`src/rtl/nanov_serial_alu_if.sv`:
```
// nanov_serial_alu_if -- request/response bundle for the bit-serial ALU.
//   start/op/a/b : request, driven by the master and sampled by the ALU when idle
//   busy/done/d  : status and result, driven by the ALU
// Modports: master (requester side), slave (ALU side).
interface nanov_serial_alu_if #(
   parameter int XLEN = 32
);
   logic            start;
   logic [3:0]      op;
   logic [XLEN-1:0] a;
   logic [XLEN-1:0] b;
   logic            busy;
   logic            done;
   logic [XLEN-1:0] d;

   modport master (output start, op, a, b, input  busy, done, d);
   modport slave  (input  start, op, a, b, output busy, done, d);
endinterface

```
`src/rtl/nanov_serial_alu.sv`:
```
// nanov_serial_alu -- bit-serial 32-bit integer ALU for the nanoV RV32E core.
// One operand bit per clock, LSB first, through a 1-bit add/logic cell with a
// registered carry. 32 processing cycles per operation; d updates with a
// one-cycle done pulse.
// Ports:
//   clk  : rising-edge clock
//   rstn : asynchronous active-low reset
//   bus  : slave side of nanov_serial_alu_if (start/op/a/b in, busy/done/d out)
// op[2:0] = RISC-V funct3, op[3] = instr bit 30 (SUB select).
// Build option: define NANOV_ALU_CMP_EN to enable SLT/SLTU; otherwise ops
// 010/011 return 0 with unchanged timing.
module nanov_serial_alu #(
   parameter int XLEN = 32
) (
   input  logic             clk,
   input  logic             rstn,
   nanov_serial_alu_if.slave bus
);
   localparam int            CW   = $clog2(XLEN);
   localparam logic [CW-1:0] LAST = CW'(XLEN - 1);

   typedef enum logic {S_IDLE, S_RUN} state_t;

   state_t          state, state_nxt;
   logic [CW-1:0]   cnt;
   logic            cy_q;
   logic [3:0]      op_q;
   logic [XLEN-1:0] a_sr, b_sr;
   logic [XLEN-2:0] res_sr;   // bits already produced, newest at the top
   logic [XLEN-1:0] d_q;
   logic            done_q;

   logic accept, step, last, busy_c;

   // ---------------- FSM: state register ----------------
   always_ff @(posedge clk or negedge rstn) begin
      if (!rstn) state <= S_IDLE;
      else       state <= state_nxt;
   end

   // ---------------- FSM: next state ----------------
   always_comb begin
      state_nxt = state;
      case (state)
         S_IDLE: if (bus.start)     state_nxt = S_RUN;
         S_RUN:  if (cnt == LAST)   state_nxt = S_IDLE;
         default:                   state_nxt = S_IDLE;
      endcase
   end

   // ---------------- FSM: outputs ----------------
   always_comb begin
      busy_c = (state == S_RUN);
      accept = (state == S_IDLE) && bus.start;
      step   = (state == S_RUN);
      last   = step && (cnt == LAST);
   end

   // ---------------- 1-bit cell ----------------
   logic            binv, ak, bk, bki, s, cout, rbit;
   logic [XLEN-1:0] res_nxt, fin;

   always_comb begin
      binv    = op_q[1] | op_q[3];
      ak      = a_sr[0];
      bk      = b_sr[0];
      bki     = bk ^ binv;
      s       = ak ^ bki ^ cy_q;
      cout    = (ak & bki) | (ak & cy_q) | (bki & cy_q);
      case (op_q[2:0])
         3'b000:  rbit = s;
         3'b100:  rbit = ak ^ bk;
         3'b110:  rbit = ak | bk;
         3'b111:  rbit = ak & bk;
         default: rbit = 1'b0;   // compares resolve at bit 31; shifts live elsewhere
      endcase
      res_nxt = {rbit, res_sr};
      fin     = res_nxt;
`ifdef NANOV_ALU_CMP_EN
      // On the last bit the signed/unsigned less-than replaces the whole word.
      // Operand signs differ -> A negative decides; else the sign of A-B does.
      if (op_q[2:1] == 2'b01)
         fin = {{(XLEN-1){1'b0}}, op_q[0] ? ~cout : ((ak != bk) ? ak : s)};
`endif
   end

   // ---------------- datapath ----------------
   always_ff @(posedge clk or negedge rstn) begin
      if (!rstn) begin
         cnt    <= '0;
         cy_q   <= 1'b0;
         op_q   <= '0;
         a_sr   <= '0;
         b_sr   <= '0;
         res_sr <= '0;
         d_q    <= '0;
         done_q <= 1'b0;
      end else begin
         done_q <= 1'b0;
         if (accept) begin
            op_q <= bus.op;
            a_sr <= bus.a;
            b_sr <= bus.b;
            cnt  <= '0;
            cy_q <= bus.op[1] | bus.op[3];   // carry-in of 1 completes the two's complement
         end else if (step) begin
            a_sr   <= a_sr >> 1;
            b_sr   <= b_sr >> 1;
            cy_q   <= cout;
            cnt    <= cnt + 1'b1;
            res_sr <= res_nxt[XLEN-1:1];
            if (last) begin
               d_q    <= fin;
               done_q <= 1'b1;
            end
         end
      end
   end

   assign bus.busy = busy_c;
   assign bus.done = done_q;
   assign bus.d    = d_q;
endmodule

```
`src/flat_wrapper.sv`:
```
// flat-port wrapper written by rule: the top's interface ports become plain ports
module nanov_serial_alu_flat 
#(
   parameter int XLEN = 32
)
  (clk, rstn, bus_start, bus_op, bus_a, bus_b, bus_busy, bus_done, bus_d);
  nanov_serial_alu_if #(.XLEN(XLEN)) bus_i ();
  input  logic clk;
  input  logic rstn;
  input wire logic [$bits(bus_i.start)-1:0] bus_start;
  input wire logic [$bits(bus_i.op)-1:0] bus_op;
  input wire logic [$bits(bus_i.a)-1:0] bus_a;
  input wire logic [$bits(bus_i.b)-1:0] bus_b;
  output wire logic [$bits(bus_i.busy)-1:0] bus_busy;
  output wire logic [$bits(bus_i.done)-1:0] bus_done;
  output wire logic [$bits(bus_i.d)-1:0] bus_d;
  assign bus_i.start = bus_start;
  assign bus_i.op = bus_op;
  assign bus_i.a = bus_a;
  assign bus_i.b = bus_b;
  assign bus_busy = bus_i.busy;
  assign bus_done = bus_i.done;
  assign bus_d = bus_i.d;
  nanov_serial_alu #(.XLEN(XLEN)) u_core (.clk(clk), .rstn(rstn), .bus(bus_i));
endmodule
```
`config.mk`:
```
export PLATFORM = sky130hd
export DESIGN_NAME = nanov_serial_alu_flat
export DESIGN_NICKNAME = d
export VERILOG_FILES = /design/src/rtl/nanov_serial_alu_if.sv /design/src/rtl/nanov_serial_alu.sv /design/src/flat_wrapper.sv
export SDC_FILE = /design/constraint.sdc
export NUM_CORES = 1
export LEC_CHECK = 0
export BUFFER_PORTS_ARGS = -buffer_cell sky130_fd_sc_hd__buf_2
export CAP_MARGIN = 20
export CORE_ASPECT_RATIO = 1.4
export CORE_MARGIN = 2
export CORE_UTILIZATION = 40
export DETAILED_ROUTE_END_ITERATION = 8
export PLACE_DENSITY = 0.58
export SYNTH_ARGS = -nofsm -noshare
export SYNTH_HDL_FRONTEND = slang
export SYNTH_SLANG_ARGS = --single-unit
```
`constraint.sdc`:
```
create_clock -name clk -period 2.5 [get_ports clk]
set_input_delay 0.5 -clock clk [delete_from_list [all_inputs] [get_ports clk]]
set_output_delay 0.5 -clock clk [all_outputs]
set_load 0.01 [all_outputs]
```
; Yosys cells after proc, flatten, opt, wreduce, memory -nomap -nowiden
; Index checks and enable logic that the tools add are counted.
[classes]
mux = 15
bitwise_logic = 15
addsub = 1
eq_ne = 4
reduce_logical = 6
[op_table]
columns = operator, n
row1 = 2-to-1 mux 32 bit, 4
row2 = 2-to-1 mux 5 bit, 2
row3 = equality test 3 bit (second input constant), 3
row4 = 2-to-1 mux 1 bit, 7
row5 = adder 5 x 1 -> 5 bit (second input constant), 1
row6 = equality test 5 bit (second input constant), 1
row7 = bitwise OR 1 bit, 5
row8 = AND 1 bit, 4
row9 = one-hot mux 1 bit (4 select lines), 1
row10 = XOR 1 bit, 4
row11 = zero test 3 bit, 1
row12 = AND reduction 3 bit, 1
row13 = logical AND 1 bit, 2
row14 = NOT 1 bit, 2
row15 = one-hot mux 1 bit (2 select lines), 1
row16 = AND reduction 2 bit, 1
row17 = nonzero test 2 bit, 1
[word_totals]
out_inout_bits = 34
in_bits = 71
reg_bits = 139
wordCells = 50

; Logic depth before layout (Yosys ltp)
[depth]
ltp_word = 7
depth_mapped = 7
mapped_depth_nobuf = 6

; Worst setup path before layout
; Ideal clock, no wire load.
[synth_path]
path_kind = register to register
from = reg u_core.cnt[0]
to = reg u_core.d_q[10] (netlist: u_core.bus.d[10])
required_ns = 2.375
setup_ns = 0.125
path_buffers = 1
path_stages_with_launch = 7
setup_slack_ns = 0.809
period_less_slack_ns = 1.691
arrival_ns = 1.565
cell_sequence = dfrtp_1 ha_1 and3_1 ha_1 nand2_4 buf_6 mux2_4
[synth_between]
elab_chain_len = 3
[synth_rtl]
columns = element, line_no
row1 = start: declaration, nanov_serial_alu.sv:25  ; logic [CW-1:0] cnt;
row2 = start signal: assignment, nanov_serial_alu.sv:110  ; cnt <= cnt + 1'b1;
row3 = equality test 5 bit, nanov_serial_alu.sv:56  ; last = step && (cnt == LAST);
row4 = logical AND 1 bit, nanov_serial_alu.sv:56
row5 = AND reduction 3 bit (no line), -
row6 = end signal: assignment, nanov_serial_alu.sv:113  ; d_q <= fin;
row7 = end: declaration, nanov_serial_alu.sv:30  ; logic [XLEN-1:0] d_q;
; No other way between the ends.
; A chain may end at the register's enable or synchronous reset.

; Worst setup path after layout
[layout_path]
from = reg u_core.cnt[0]
to = reg u_core.d_q[0] (netlist: u_core.bus.d[0])
; The elaborated chain is that of the path after synthesis.

==> impl_table.tex <==
\begin{tabular}{lr}
\hline
Metric & Value \\
\hline
\multicolumn{2}{l}{\textbf{Layout}} \\
\quad Synthesis-to-finish area growth & 18.2\% \\
\quad Sequential standard cell area & 3480 um2 \\
\quad Final-layout fill cell count & 1343 \\
\quad Area taken by multi-input logic gates & 2400 um2 \\
\quad Nets@finish & 643 \\
\quad Antenna Cells & 0 \\
\quad Non-filler instance count after layout & 772 \\
\quad Fraction of final layout cells sized beyond drive strength 1 & 36.4\% \\
\multicolumn{2}{l}{\textbf{Synth}} \\
\quad Top area cells in the synthesized netlist & dfrtp\_1, mux2\_4, mux2i\_1, nand2\_1, o21ai\_0 \\
\quad Commonest register cell after synthesis & dfrtp\_1 \\
\quad Number of distinct standard cells referenced by the synthesized netlist & 32 \\
\quad Synth top cells by count & dfrtp\_1, mux2i\_1, nand2\_1, mux2\_4, o21ai\_0 \\
\quad Cell area after technology mapping & 6190 um2 \\
\quad EDFF count, synth & 0 \\
\quad Post-synth top area share & 56.2\% \\
\quad Synth area leader & dfrtp\_1 \\
\quad Fraction of synthesis flops using an asynchronous set or reset pin & 100\% \\
\quad Synth Net Count & 541 \\
\quad Yosys Warn Count & 0 \\
\quad Leading cell type by number of instances after synthesis & dfrtp\_1 \\
\quad Count of mapped cells out of synthesis & 465 \\
\quad Post-synthesis sequential element count & 139 \\
\quad Seq/Total Area, Yosys & 56.2\% \\
\quad Mean Syn Cell Area & 13.3 um2 \\
\multicolumn{2}{l}{\textbf{Route}} \\
\quad Average wire per cell in the routed design & 14.9 um \\
\quad Antenna Violating Nets Remaining & 0 \\
\quad Average vias per placed instance & 4.80 \\
\quad Number of vias after detailed routing & 3704 \\
\quad Detailed-router iteration count before antenna repair & 5 \\
\quad Detailed Route Iter0 Violations & 142 \\
\quad Number of remaining DRC errors & 0 \\
\quad Post-Route WL & 11500 um \\
\multicolumn{2}{l}{\textbf{Floorplan}} \\
\quad Area of the core region & 15100 um2 \\
\quad Die Wd & 109 um \\
\quad Number of top-level pins & 105 \\
\quad Chip Height & 151 um \\
\quad Die Outline Area & 16500 um2 \\
\quad Site Rows & 53 \\
\quad Starting density of the core & 41.1\% \\
\multicolumn{2}{l}{\textbf{Hold path}} \\
\quad Worst min path class & in -> async \\
\multicolumn{2}{l}{\textbf{Placed design}} \\
\quad Number of port buffers & 104 \\
\quad Number of placed instances, taps included & 740 \\
\quad Setup slack at placement & 0.532 ns \\
\quad Routability Congestion & 0.747 \\
\quad Post-DP HPWL & 7700 um \\
\multicolumn{2}{l}{\textbf{Critical path}} \\
\quad Kind of end point of the critical path & flip-flop \\
\quad Critical Path AT & 2.26 ns \\
\quad Cell with the most instances on the worst path & ha\_1 \\
\quad Buf+Inv Stages, Crit Path & 1 \\
\quad Maximum fanout along the worst path & 22 \\
\quad Sequence of cells on the critical path & ha\_1 > and3\_1 > ha\_1 > nand2\_4 > buf\_12 > mux2\_2 \\
\quad FF-to-FF setup slack & 0.54 ns \\
\quad Worst setup path category & reg -> reg \\
\quad Standard cell with the maximum stage delay on the critical path & dfrtp\_1 \\
\quad Slowest Stage Delay on Critical Path & 0.40 ns \\
\quad Sort of element at the start of the critical path & flip-flop \\
\quad Data required time at the worst endpoint & 2.79 ns \\
\quad Family of cells with the greatest summed delay on the critical path & adder cells \\
\multicolumn{2}{l}{\textbf{Clock network}} \\
\quad Maximum number of buffers from clock root to sink & 2 \\
\quad H-tree levels & 4 \\
\quad TritonCTS Sinks & 139 \\
\quad Library cell used as clock root buffer & clkbuf\_16 \\
\quad Worst-Skew Late Latency & 0.41 ns \\
\quad Clock tree from TritonCTS & yes \\
\quad TritonCTS Buffers & 17 \\
\quad Postcts setup bufs & 0 \\
\quad Number of hold buffers added after CTS & 0 \\
\quad CTS-repair resized insts & 0 \\
\quad Clock transition at the registers of the reported paths & 0.07 ns \\
\multicolumn{2}{l}{\textbf{STA}} \\
\quad Setup ws final & 0.537 ns \\
\quad Fmax achieved & 509 MHz \\
\quad Setup repair after global routing missed its margin & no \\
\quad Worst slew margin relative to its limit & 57.7\% \\
\quad Worst-Margin Slew & 0.634 ns \\
\quad Count of final hold-check violations & 0 \\
\quad Clock Skews & 0.00941 ns \\
\quad Final-report max-slew violation count & 0 \\
\quad Final-report setup violation count & 0 \\
\quad Setup TNS Final & 0 ns \\
\quad Minimum clock period & 1.96 ns \\
\quad Final worst path period share & 78.5\% \\
\quad Hold Slack & 0.0613 ns \\
\multicolumn{2}{l}{\textbf{Status}} \\
\quad Run status & finished clean \\
\multicolumn{2}{l}{\textbf{Global route}} \\
\quad Overall track demand over capacity in global routing & 15.1\% \\
\quad Total global routing overflow & 0 \\
\quad Vias in the first global route & 3854 \\
\quad Largest net degree at the start of global routing & 64 \\
\quad First-pass GRT wire length & 19400 um \\
\quad Number of antenna violations at the first check in global routing & 0 \\
\multicolumn{2}{l}{\textbf{Pwr}} \\
\quad VDD IR max & 0.418 mV \\
\quad Switching power & 2600 uW \\
\quad Internal power of the cells & 5740 uW \\
\quad Part of the total power dissipated in the clock network & 27.0\% \\
\quad Sequential cell fraction of total power & 45.2\% \\
\quad Proportion of power drawn by combinational gates & 27.7\% \\
\quad Cell Pwr Density & 1140 nW/um2 \\
\quad Switching Share & 31.2\% \\
\quad Reported leakage power & 0.00387 uW \\
\multicolumn{2}{l}{\textbf{Run}} \\
\quad Maxcap violations & 0 \\
\hline
\end{tabular}
-- worst paths after layout --
kind,startpoint,to,depth (start not counted)
worst max-delay path,u_core.cnt[0],u_core.bus.d[0],6
worst min-delay path,rstn,u_core.bus.d[10],1
worst max register to register,u_core.cnt[0],u_core.bus.d[0],6
worst min register to register,u_core.a_sr[5],u_core.a_sr[4],2
max in group asynchronous,rstn,u_core.bus.busy,2
min in group clk,bus_op[0],u_core.op_q[0],3
-- power by group through the flow --
stage / Sequential (uW) / Clock [uW] / Combinational (uW)
after floorplan: 3690 / 0 / 1850
after global placement: 3760 / 0 / 2260
after detailed placement: 3810 / 0 / 2350
after CTS: 3780 / 2330 / 2360
after global routing: 3900 / 2450 / 2630
final: 3780 / 2250 / 2320
-- routing by layer --
layer | wire (um) | global-route usage (%) | vias up
met2 | 5490 | 23.4 | 78
met3 | 541 | 4.43 | 13
met4 | 174 | 5.64 | 0
met5 | 0 | 0 | -
met1 | 5260 | 19.8 | 1798
li1 | - | - | 1815
-- worst register-to-register path: cells and delay by family (launching register included) --
kind | cells | cell delay (ns)
flops | 1 | 0.40
fa+ha+maj | 2 | 0.46
simple gates | 2 | 0.40
buf+inv | 1 | 0.24
mux | 1 | 0.36
-- stage by stage --
| step | utilization, % | instance area, um2 | power [uW] |
|---|---|---|---|
| after floorplan | - | 6190 | 5540 |
| after global placement | 45.1 | 6790 | 6020 |
| after detailed placement | 45.1 | 6790 | 6150 |
| after CTS | 48.6 | 7310 | 8470 |
| after global routing | 48.6 | 7310 | 8970 |
| final | 48.6 | 7310 | 8350 |
-- cell usage in the layout, fill, tap and decap left out, types with 2 or more instances in the layout --
| master | netlist | routed |
|---|---|---|
| nand2_1 | 65 | 65 |
| dfrtp_1 | 139 | 138 |
| o21ai_0 | 39 | 39 |
| xnor2_1 | 2 | 2 |
| o21ai_1 | 27 | 27 |
| buf_4 | 2 | 7 |
| buf_2 | 4 | 102 |
| buf_12 | 0 | 3 |
| inv_1 | 7 | 7 |
| mux2_2 | 8 | 8 |
| mux2i_1 | 65 | 65 |
| ha_1 | 4 | 4 |
| nor2_1 | 4 | 4 |
| nand3_1 | 2 | 2 |
| clkinv_2 | 0 | 3 |
| clkinvlp_4 | 0 | 6 |
| a22o_1 | 4 | 4 |
| mux2_4 | 56 | 56 |
| clkbuf_1 | 5 | 2 |
| clkbuf_16 | 0 | 17 |
| inv_6 | 0 | 3 |
-- registers in the layout, summed over array words and instances, names as in the netlist --
register and count:
u_core.bus.d 32, u_core.a_sr 32, u_core.b_sr 32, u_core.cnt 5, u_core.bus.done 1, u_core.cy_q 1
u_core.op_q 4, u_core.bus.busy 1, u_core.res_sr 31
-- area by class of cell --
class | count | area share, %
Tap cell | 192 | 3.28
Multi-Input combinational cell | 289 | 32.9
Timing Repair Buffer | 113 | 8.67
Sequential cell | 139 | 47.6
Clock inverter | 13 | 1.30
Clock buffer | 19 | 5.92
Inverter | 7 | 0.359
-- cells by family after synthesis --
group,synth area share [%]
buffers and inverters,4.93
AO/OA/AOI/OAI,6.51
AND/OR/NAND/NOR,5.22
flip-flops,56.2
XOR/XNOR,0.425
multiplexers,25.6
adder cells (fa/ha/maj),1.13
(Power assumes the default switching activity.)
